[config.mk]
export PLATFORM = sky130hd
export DESIGN_NAME = io_bus_arbiter
export DESIGN_NICKNAME = d
export VERILOG_FILES = /design/src/rtl/bus_pkg.sv /design/src/rtl/io_bus_arbiter.sv
export SDC_FILE = /design/constraint.sdc
export NUM_CORES = 1
export LEC_CHECK = 0
export ABC_AREA = 1
export CORE_MARGIN = 1.5
export CORE_UTILIZATION = 45
export DETAILED_ROUTE_END_ITERATION = 12
export PLACE_DENSITY = 0.84
export SETUP_SLACK_MARGIN = 0.05
export SKIP_LAST_GASP = 1
export SYNTH_ARGS = -nofsm -noshare
export SYNTH_HDL_FRONTEND = slang
export SYNTH_SLANG_ARGS = --single-unit
[constraint.sdc]
create_clock -name clk -period 3.35 [get_ports clk]
set_clock_uncertainty 0.1 [all_clocks]
set_input_delay 0.5025 -clock clk [delete_from_list [all_inputs] [get_ports clk]]
set_output_delay 0.5025 -clock clk [all_outputs]
set_load 0.01 [all_outputs]
[src/rtl/bus_pkg.sv]
// Shared definitions for the external bus arbiter: bus-cycle state codes,
// direction and port encodings, and default bus widths.
package bus_pkg;

  localparam int DEF_ADDR_W = 20;
  localparam int DEF_DATA_W = 16;

  localparam logic RW_READ  = 1'b1;
  localparam logic RW_WRITE = 1'b0;

  localparam logic PORT_IQ = 1'b0;
  localparam logic PORT_EU = 1'b1;

  typedef logic [1:0] state_t;

  localparam state_t ST_IDLE = 2'd0;
  localparam state_t ST_T1   = 2'd1;
  localparam state_t ST_T2   = 2'd2;
  localparam state_t ST_T3   = 2'd3;

  // True for the bus-cycle phases in which the data strobe is driven.
  function automatic logic is_data_phase(input state_t s);
    return (s == ST_T2) || (s == ST_T3);
  endfunction

endpackage

[src/rtl/io_bus_arbiter.sv]
// Two-port external bus arbiter. The execution engine (port 1) beats the
// instruction queue (port 0) on a tie, the port acked this cycle sits out
// this cycle's arbitration, and each grant runs one T1/T2/T3 bus cycle with
// bounded wait states. Every output is a flop.
module io_bus_arbiter
  import bus_pkg::*;
#(
  parameter int ADDR_W   = DEF_ADDR_W,
  parameter int DATA_W   = DEF_DATA_W,
  parameter int WAIT_MAX = 7
) (
  input  logic              clk,
  input  logic              rst_n,
  input  logic              req0,
  input  logic              req1,
  input  logic              rw0,
  input  logic              rw1,
  input  logic [ADDR_W-1:0] adr0,
  input  logic [ADDR_W-1:0] adr1,
  input  logic [DATA_W-1:0] dtw0,
  input  logic [DATA_W-1:0] dtw1,
  output logic [DATA_W-1:0] dtr0,
  output logic [DATA_W-1:0] dtr1,
  output logic              ack0,
  output logic              ack1,
  output logic              err0,
  output logic              err1,
  output logic [ADDR_W-1:0] bus_adr,
  output logic [DATA_W-1:0] bus_dout,
  input  logic [DATA_W-1:0] bus_din,
  output logic              bus_rw,
  output logic              bus_as,
  output logic              bus_ds,
  input  logic              bus_rdy,
  output logic              busy,
  output logic              owner
);

  localparam int CW = $clog2(WAIT_MAX + 1);
  localparam logic [CW-1:0] WAIT_LIM = CW'(WAIT_MAX);

  state_t        state;
  state_t        nxt_state;
  logic [CW-1:0] wait_cnt;

  logic elig0;
  logic elig1;
  logic grant;
  logic grant_port;
  logic at_limit;
  logic done;
  logic abort;
  logic read_done;

  // The registered ack keeps the port just served out of this IDLE cycle,
  // which is what makes back-to-back requesters alternate.
  assign elig0      = req0 & ~ack0;
  assign elig1      = req1 & ~ack1;
  assign grant      = (state == ST_IDLE) && (elig0 || elig1);
  assign grant_port = elig1 ? PORT_EU : PORT_IQ;

  assign at_limit  = (wait_cnt == WAIT_LIM);
  assign done      = (state == ST_T3) && (bus_rdy || at_limit);
  assign abort     = (state == ST_T3) && !bus_rdy && at_limit;
  assign read_done = (state == ST_T3) && bus_rdy && (bus_rw == RW_READ);

  // Bus-cycle sequencing: IDLE waits for a grant, T1 and T2 always advance,
  // T3 repeats as a wait state until the target is ready or patience runs out.
  always_comb begin
    nxt_state = state;
    case (state)
      ST_IDLE: if (grant) nxt_state = ST_T1;
      ST_T1:   nxt_state = ST_T2;
      ST_T2:   nxt_state = ST_T3;
      ST_T3:   if (done) nxt_state = ST_IDLE;
      default: nxt_state = ST_IDLE;
    endcase
  end

  // State register and the wait-state counter, which only runs while T3 is stalled.
  always_ff @(posedge clk) begin
    if (!rst_n) begin
      state    <= ST_IDLE;
      wait_cnt <= '0;
    end else begin
      state <= nxt_state;
      if ((state == ST_T3) && !done)
        wait_cnt <= wait_cnt + 1'b1;
      else
        wait_cnt <= '0;
    end
  end

  // Capture the winner's address, direction and write data at grant so the
  // requester may change or drop its inputs for the rest of the cycle.
  always_ff @(posedge clk) begin
    if (!rst_n) begin
      bus_adr  <= '0;
      bus_dout <= '0;
      bus_rw   <= RW_READ;
      owner    <= PORT_IQ;
    end else if (grant) begin
      owner <= grant_port;
      if (grant_port == PORT_EU) begin
        bus_adr  <= adr1;
        bus_dout <= dtw1;
        bus_rw   <= rw1;
      end else begin
        bus_adr  <= adr0;
        bus_dout <= dtw0;
        bus_rw   <= rw0;
      end
    end
  end

  // Strobes and busy follow the phase being entered, so they line up with the state.
  always_ff @(posedge clk) begin
    if (!rst_n) begin
      bus_as <= 1'b0;
      bus_ds <= 1'b0;
      busy   <= 1'b0;
    end else begin
      bus_as <= (nxt_state == ST_T1);
      bus_ds <= is_data_phase(nxt_state);
      busy   <= (nxt_state != ST_IDLE);
    end
  end

  // One-cycle completion pulses to the owner; err rides along when T3 gave up.
  always_ff @(posedge clk) begin
    if (!rst_n) begin
      ack0 <= 1'b0;
      ack1 <= 1'b0;
      err0 <= 1'b0;
      err1 <= 1'b0;
    end else begin
      ack0 <= done && (owner == PORT_IQ);
      ack1 <= done && (owner == PORT_EU);
      err0 <= abort && (owner == PORT_IQ);
      err1 <= abort && (owner == PORT_EU);
    end
  end

  // Read data is captured only on a successful read and only into the owner's register.
  always_ff @(posedge clk) begin
    if (!rst_n) begin
      dtr0 <= '0;
      dtr1 <= '0;
    end else if (read_done) begin
      if (owner == PORT_EU)
        dtr1 <= bus_din;
      else
        dtr0 <= bus_din;
    end
  end

endmodule

=== Yosys cells after proc, flatten, opt, wreduce, memory -nomap -nowiden ===
Cells that the tools add are included.

* Output and inout bits: 77
* Flip-flop bits (word level): 82
* Logic and storage cells: 56
* Input bits: 95

* Add/sub/neg operators: 1
* Reduce and logical (&&, ||, !) cells: 21
* Bitwise operators: 5
* Multiplexer cells: 7
* Eq/ne operators: 7

{| class="wikitable"
|+ Operator list
! cell !! number
|-
| two-way mux 20 bit || 1
|-
| two-way mux 16 bit || 1
|-
| logical AND 1 bit || 11
|-
| equality test 2 bit (second input constant) || 4
|-
| one-hot mux 2 bit (4 select lines) || 1
|-
| AND reduction 2 bit || 3
|-
| equality test 2 x 1 -> 1 bit (second input constant) || 2
|-
| two-way mux 2 bit || 2
|-
| adder 3 x 1 -> 3 bit (second input constant) || 1
|-
| equality test 3 bit (second input constant) || 1
|-
| logical OR 1 bit || 3
|-
| inverter 1 bit || 3
|-
| bitwise AND 1 bit || 2
|-
| logical NOT 1 bit || 2
|-
| logical NOT 2 bit || 1
|-
| two-way mux 1 bit || 2
|-
| nonzero test 2 bit || 1
|}

=== Logic depth before layout (Yosys ltp) ===
Gate-level depths: netlist (run 1).

* Word-level depth: 8
* Mapped depth: 9

=== Worst setup path after synthesis (run 1) ===
Ideal clock, no wire load.

* Kind: in2reg
* Start point: in req1
* End point: reg bus_adr[0]
* Path slack: 2.011 ns
* Stages on the path: 7
* Path buffers: 2
* Arrival time: 1.126 ns
* Path through: nand2_1 nand2_1 nand2_1 buf_4 buf_4 nor2_1 nor2_1

* Word-level cells in the longest chain between the ends: 3

{| class="wikitable"
|+ Ends and longest elaborated chain
! element !! line !! RTL
|-
| from (decl) || io_bus_arbiter.sv:15 || <nowiki>input logic req1,</nowiki>
|-
| bitwise AND 1 bit (*) || io_bus_arbiter.sv:58 || <nowiki>assign elig1 = req1 & ~ack1;</nowiki>
|-
| two-way mux 1 bit or logical OR 1 bit (tied branches) || io_bus_arbiter.sv:60, io_bus_arbiter.sv:59 ||
|-
| two-way mux 20 bit or logical AND 1 bit (tied branches) || io_bus_arbiter.sv:104, io_bus_arbiter.sv:59 ||
|-
| to (signal assigned) || io_bus_arbiter.sv:105 || <nowiki>bus_adr <= adr1;</nowiki>
|-
| to (signal assigned) || io_bus_arbiter.sv:109 || <nowiki>bus_adr <= adr0;</nowiki>
|-
| to (decl) || io_bus_arbiter.sv:28 || <nowiki>output logic [ADDR_W-1:0] bus_adr,</nowiki>
|}

Mark *: on every way between the ends. The rest lies on a longest branch, timed or not.
A chain may end at the register's enable or synchronous reset.

=== Final worst setup path (run 1) ===
* Start point: reg owner
* End point: out owner

{| class="wikitable"
|+ RTL lines
! element !! line !! RTL
|-
| from (decl) || io_bus_arbiter.sv:36 || <nowiki>output logic owner</nowiki>
|-
| from (signal assigned) || io_bus_arbiter.sv:103 || <nowiki>owner <= grant_port;</nowiki>
|}

No word-level cell between the ends.

==> results.ini, run 1 <==
[yosys]
yosysTopAreaCell = dfxtp_1
synth_fa_ha_area_share_pct = 0.658
syn_area_per_cell_um2 = 6.31
ys_warn_count = 0
syn_area_mm2 = 0.00380
synth.most_common_cell = nand2_1
synth_top_family_by_area = simple AND/OR/NAND/NOR gates
async_reset_ff_share_pct = 0
synth_fp_nets = 700
yosysSeqAreaShare_pct = 43.2
synthCells = 603
yosys-top-cells-count = nand2_1, nor2_1, dfxtp_1, inv_1, nand3_1
synth_edf_count = 0
synthDistinctLibCells = 18
synth-xor-area-share_pct = 0
synth_compound_area_share_pct = 4.47
synth_top_area_share_pct = 43.2
synthSimpleGateAreaFrac_pct = 39.3
yosys_register_bits = 82
synth_area_leaders = dfxtp_1, nand2_1, nor2_1
synth_mux_area_share_pct = 0
synth_top_flop_cell = dfxtp_1

[global_routing]
grt_max_degree = 67
grt-ovfl-total = 0
grt_pass1_wl_mm = 16.4
grt_antenna_before_repair = 0
grt_usage_pct = 22.8
first_global_vias = 3682

[clock_tree]
post_cts_buffers = 0
cts_hold_buffers = 0
numCtsBuffers = 9
clockRootBuffer = clkbuf_8
cts_max_path_buffers = 2
cts_tree = built
worstSkewPairLatency_ps = 340
cts.sinks = 82
h-tree-depth = 3
clkSlewWorstSetupHoldPaths_ps = 90
ctsResizeCount = 0

[floorplanning]
initial_core_util_pct = 46.3
die-area_mm2 = 0.00901
coreArea_mm2 = 0.00822
die_w_um = 94.9
die_h_um = 94.9
rows = 33
ios = 172

[power]
switching_share_pct = 30.5
pwr-share-clk_pct = 27.5
p_int_uw = 1680
powerDensity_mw_per_mm2 = 428
ir_worst_vdd_mv = 0.263
pwr-share-comb_pct = 26.8
p_switching_uw = 740
p_seq_share_pct = 45.7
leakage_uw = 0.00267

[route]
ant_nets = 0
wl_per_cell_um = 11.8
first_pass_iters = 4
vias = 3998
wirelength_mm = 10.2
drt_first_iter_violations = 159
vias_per_cell = 4.63
drc = 0

[worst_setup_path]
worstSetupEndpointType = primary output
crit_type = flop to primary output
required_ps = 2750
reg2reg_to = bus_adr[10]
critPathSlowestCell = dfxtp_1
r2r_cells = 8
crit_chain = clkdlybuf4s50_1
arrival_ps = 1610
path_max_fanout = 15
crit_buf_inv = 1
r2r-start = ack1
worst_setup_path_start_kind = flop
cp_slowest_stage_delay_ps = 640
reg2reg_setup_slack_ps = 1510
path_delay_family = flip-flops

[sta]
min_period_ps = 2210
worst_pin_slew_ps = 913
hold_slack_ps = 332
drv_slew = 0
fmaxAchievable_ghz = 0.452
hold_viol_final = 0
rsz0062_at_grt = false
finalCritPeriodShare_pct = 66.0
slew_headroom_pct = 39.1
setup_viol = 0
finalSetupTns_ps = 0

[cells_and_area]
fill_cells = 736
drive_gt1_share_pct = 3.69
diodes = 0
layout.nets = 851
area_growth_pct = 49.0

[worst_hold_path]
hold_class = flop to flop
worstHoldEndpoint = wait_cnt[0]
hold_path.startpoint = wait_cnt[0]
holdPathStages = 1

[placed_design]
routabilityCongestion = 0.839
dpl.hpwl_mm = 7.48
io_buffers = 171

[status]
outcome = finished, final reports clean

[flow_run]
max_cap_violations = 0

## area by class of cell
class	instances	area, um^2	area share [%]
Inverter	66	248	4.37
Multi-Input combinational cell	418	1700	29.9
Clock inverter	6	48.8	0.861
Timing Repair Buffer	177	1760	31.1
Tap cell	105	131	2.32
Sequential cell	82	1640	29.0
Clock buffer	10	138	2.43
## how the worst max path moves through the flow
stage | startpoint | endpoint | cells past startpoint | slack [ps]
6_report | owner | owner | 1 | 1140
5_1_grt | owner | owner | 1 | 1040
4_1_cts | owner | owner | 1 | 1130
3_5_place_dp | req1 | bus_adr[13] | 8 | 910
3_3_place_gp | req1 | bus_adr[17] | 8 | 990
2_1_floorplan | req1 | bus_adr[0] | 7 | 2010
## cells by family (layout without fill, tap and decap cells)
group           count (synthesis)  count (layout)
simple gates                  382             382
buf+inv                       103             259
flops                          82              82
compound gates                 34              34
fa+ha+maj                       2               2
## state kept, by name, indices dropped and copies added, names as in the netlist
register,count
err0,1
ack0,1
err1,1
bus_ds,1
owner,1
busy,1
bus_adr,20
dtr1,16
bus_dout,16
bus_as,1
bus_rw,1
wait_cnt,3
ack1,1
dtr0,16
state,2
## through the flow
stage	power (uW)	instance area, um^2	util, %	setup WS, ps	std cells
after floorplan	1470	3800	-	2010	603
after global placement	1760	5480	66.7	986	848
after detailed placement	1780	5480	66.7	913	848
after CTS	2440	5670	69.0	1130	864
after global routing	2560	5670	69.0	1040	864
final	2420	5670	69.0	1140	864
## worst register-to-register path, cell delays in order (launching register included)
cell and delay [ps]:
dfxtp_1 400, inv_1 70, nand2_1 130, nand2_1 80, nand2_2 160, buf_4 530, nand2_1 130, nand2_1 90
nor2_1 50
## power groups by stage
stage	registers, uW	clock network (uW)	logic, uW
after detailed placement	1130	0	649
after CTS	1110	684	653
after global routing	1120	723	720
final	1110	667	650
after floorplan	1160	0	313
after global placement	1120	0	636
## cell usage in the layout, fill, tap and decap left out
cell / n
a21oi_1: 33
buf_12: 1
buf_2: 1
buf_4: 5
clkbuf_8: 10
clkdlybuf4s50_1: 170
clkinv_2: 1
clkinv_4: 3
dfxtp_1: 82
ha_1: 2
inv_1: 66
inv_6: 2
nand2_1: 228
nand2_2: 2
nand3_1: 36
nand4_1: 1
nor2_1: 110
nor2_2: 2
nor2_4: 1
nor3_1: 2
o21ai_0: 1
## routing by layer
metal	track usage (%)	vias to the layer above	wire, um
li1	-	2097	-
met3	3.95	25	499
met2	40.2	120	5120
met1	27.0	1756	4290
met4	10.1	0	297
met5	0	-	0
Note: power is estimated with default switching activity, not from simulation.
==> run 2, diff against run 1 <==
--- a/config.mk
+++ b/config.mk
@@ -7,9 +7,9 @@
 export LEC_CHECK = 0
 export ABC_AREA = 1
 export CORE_MARGIN = 1.5
-export CORE_UTILIZATION = 45
+export CORE_UTILIZATION = 38
 export DETAILED_ROUTE_END_ITERATION = 12
-export PLACE_DENSITY = 0.84
+export PLACE_DENSITY = 0.75
 export SETUP_SLACK_MARGIN = 0.05
 export SKIP_LAST_GASP = 1
 export SYNTH_ARGS = -nofsm -noshare
==> constraint.sdc (replaced) <==
create_clock -name clk -period 1.85 [get_ports clk]
set_clock_uncertainty 0.1 [all_clocks]
set_input_delay 0.2775 -clock clk [delete_from_list [all_inputs] [get_ports clk]]
set_output_delay 0.2775 -clock clk [all_outputs]
set_load 0.01 [all_outputs]
==> results.ini, run 2 (synthesis gave the netlist of run 1 again) <==
[cells_and_area]
final_common_cell = nand2_1
top_register = bus_adr
diodes = 0  ; unchanged
fill_cells = 953  ; +29%
largest_reg_flops = 20  ; unchanged
final_cell_mix = nand2_1, clkdlybuf4s50_1, nor2_1
drive_gt1_share_pct = 4.32  ; +0.63 points
instances_no_fill = 897  ; +3.8%
seq_area_mm2 = 0.00164  ; about the same
layout.nets = 856  ; +0.59%
multiInputGateArea_mm2 = 0.00170  ; unchanged
area_growth_pct = 52.7

[route]
first_pass_iters = 5  ; +1
vias_per_cell = 4.44  ; -4.1%
vias = 3980  ; -0.45%
wirelength_mm = 10.1  ; -0.78%
ant_nets = 0  ; unchanged
drc = 0  ; unchanged
wl_per_cell_um = 11.3  ; -4.4%
drt_first_iter_violations = 129  ; -19%

[status]
outcome = finished, final reports clean

[placed_design]
dp_cells = 881  ; +3.9%
dpl.hpwl_mm = 7.35  ; -1.8%
io_buffers = 171  ; unchanged
routabilityCongestion = 0.790  ; -5.8%

[global_routing]
grt_usage_pct = 19.0  ; -3.8 points
grt-ovfl-total = 0  ; unchanged
grt_pass1_wl_mm = 16.1  ; -1.5%
grt_max_degree = 46  ; -31%
grt_antenna_before_repair = 0  ; unchanged
first_global_vias = 3649  ; -0.90%

[worst_hold_path]
worstHoldEndpoint = bus_rw
hold_class = primary input to flop
holdPathStages = 2  ; +1
hold_path.startpoint = rst_n

[floorplanning]
rows = 36  ; +9.1%
coreArea_mm2 = 0.00973  ; +18%
die-area_mm2 = 0.0106  ; +18%
initial_core_util_pct = 39.1  ; -7.2 points
ios = 172  ; unchanged
die_h_um = 103  ; +8.5%
die_w_um = 103  ; +8.5%

[worst_setup_path]
path_max_fanout = 8  ; -7
crit_buf_inv = 1  ; unchanged
required_ps = 1470  ; -1280 ps
r2r_cells = 4  ; -4
cp_slowest_stage_delay_ps = 560  ; -80 ps
crit_chain = clkdlybuf4s50_1
crit_type = flop to primary output
reg2reg_setup_slack_ps = 270  ; -1240 ps
worstSetupEndpointType = primary output
arrival_ps = 1320  ; -290 ps
cp-startpoint = owner
reg2reg_to = dtr0[0]
critPathSlowestCell = clkdlybuf4s50_1
path_delay_family = buffers and inverters
worst_setup_path_start_kind = flop
r2r-start = owner

[clock_tree]
worstSkewPairLatency_ps = 340  ; about the same
numCtsBuffers = 9  ; unchanged
cts.sinks = 82  ; unchanged
clkSlewWorstSetupHoldPaths_ps = 90  ; about the same
cts_max_path_buffers = 2  ; unchanged
cts_tree = built
clockRootBuffer = clkbuf_8
post_cts_buffers = 0  ; unchanged
cts_hold_buffers = 0  ; unchanged
h-tree-depth = 3  ; unchanged

[power]
leakage_uw = 0.00271  ; +1.5%
powerDensity_mw_per_mm2 = 784  ; +83%
ir_worst_vdd_mv = 0.385  ; +46%

[sta]
worst_pin_slew_ps = 929  ; +15.7 ps
min_period_ps = 1690
fmaxAchievable_ghz = 0.590
slew_headroom_pct = 38.0  ; -1.1 points
finalSetupTns_ps = 0  ; unchanged
hold_viol_final = 0  ; unchanged
setup_viol = 0  ; unchanged
drv_slew = 0  ; unchanged
finalCritPeriodShare_pct = 91.6
rsz0062_at_grt = false

[flow_run]
max_cap_violations = 0  ; unchanged

[run 2: per-stage QoR]
stage / hold slack, ps / setup slack [ps] / area, um^2 / util (%) / total power (uW)
6_report: 303 / 156 / 5810 / 59.7 / 4560
4_1_cts: 275 / 128 / 5810 / 59.7 / 4590
3_5_place_dp: 324 / 131 / 5600 / 57.6 / 3260
5_1_grt: 311 / 80.2 / 5810 / 59.7 / 4800
2_1_floorplan: 299 / 617 / 3800 / - / 2660
3_3_place_gp: 306 / 174 / 5600 / 57.6 / 3230
[run 2: repair_timing]
action,in CTS,in global routing
hold endpoints to repair,0,0
setup endpoints to repair,1,0
gates resized for setup,1,0
[run 2: cell type report]
class	count	share of cell area (%)
clock buffer	11	2.43
multi-input combinational	418	29.2
sequential	82	28.3
clock inverter	5	1.08
tap	133	2.86
inverter	66	4.26
timing repair buffer	182	31.9
[run 2: where the power goes]
| part | total [uW] | switching [uW] | internal, uW |
|---|---|---|---|
| clock | 1340 | 669 | 669 |
| sequential | 2000 | 87.4 | 1920 |
| combinational | 1220 | 592 | 623 |
[run 2: worst max-delay path by stage]
stage | to | slack, ps | cells past startpoint
floorplan | busy | 620 | 9
detailed placement | bus_adr[5] | 130 | 7
global route | owner | 80 | 1
finish | owner | 160 | 1
CTS | owner | 130 | 1
global placement | bus_adr[3] | 170 | 7
[run 2: metal layers]
metal	vias to the layer above	track usage [%]	wire length [um]
li1	2104	-	-
met5	-	0	0
met1	1731	23.0	4360
met2	128	33.0	4890
met3	17	3.53	646
met4	0	8.00	229
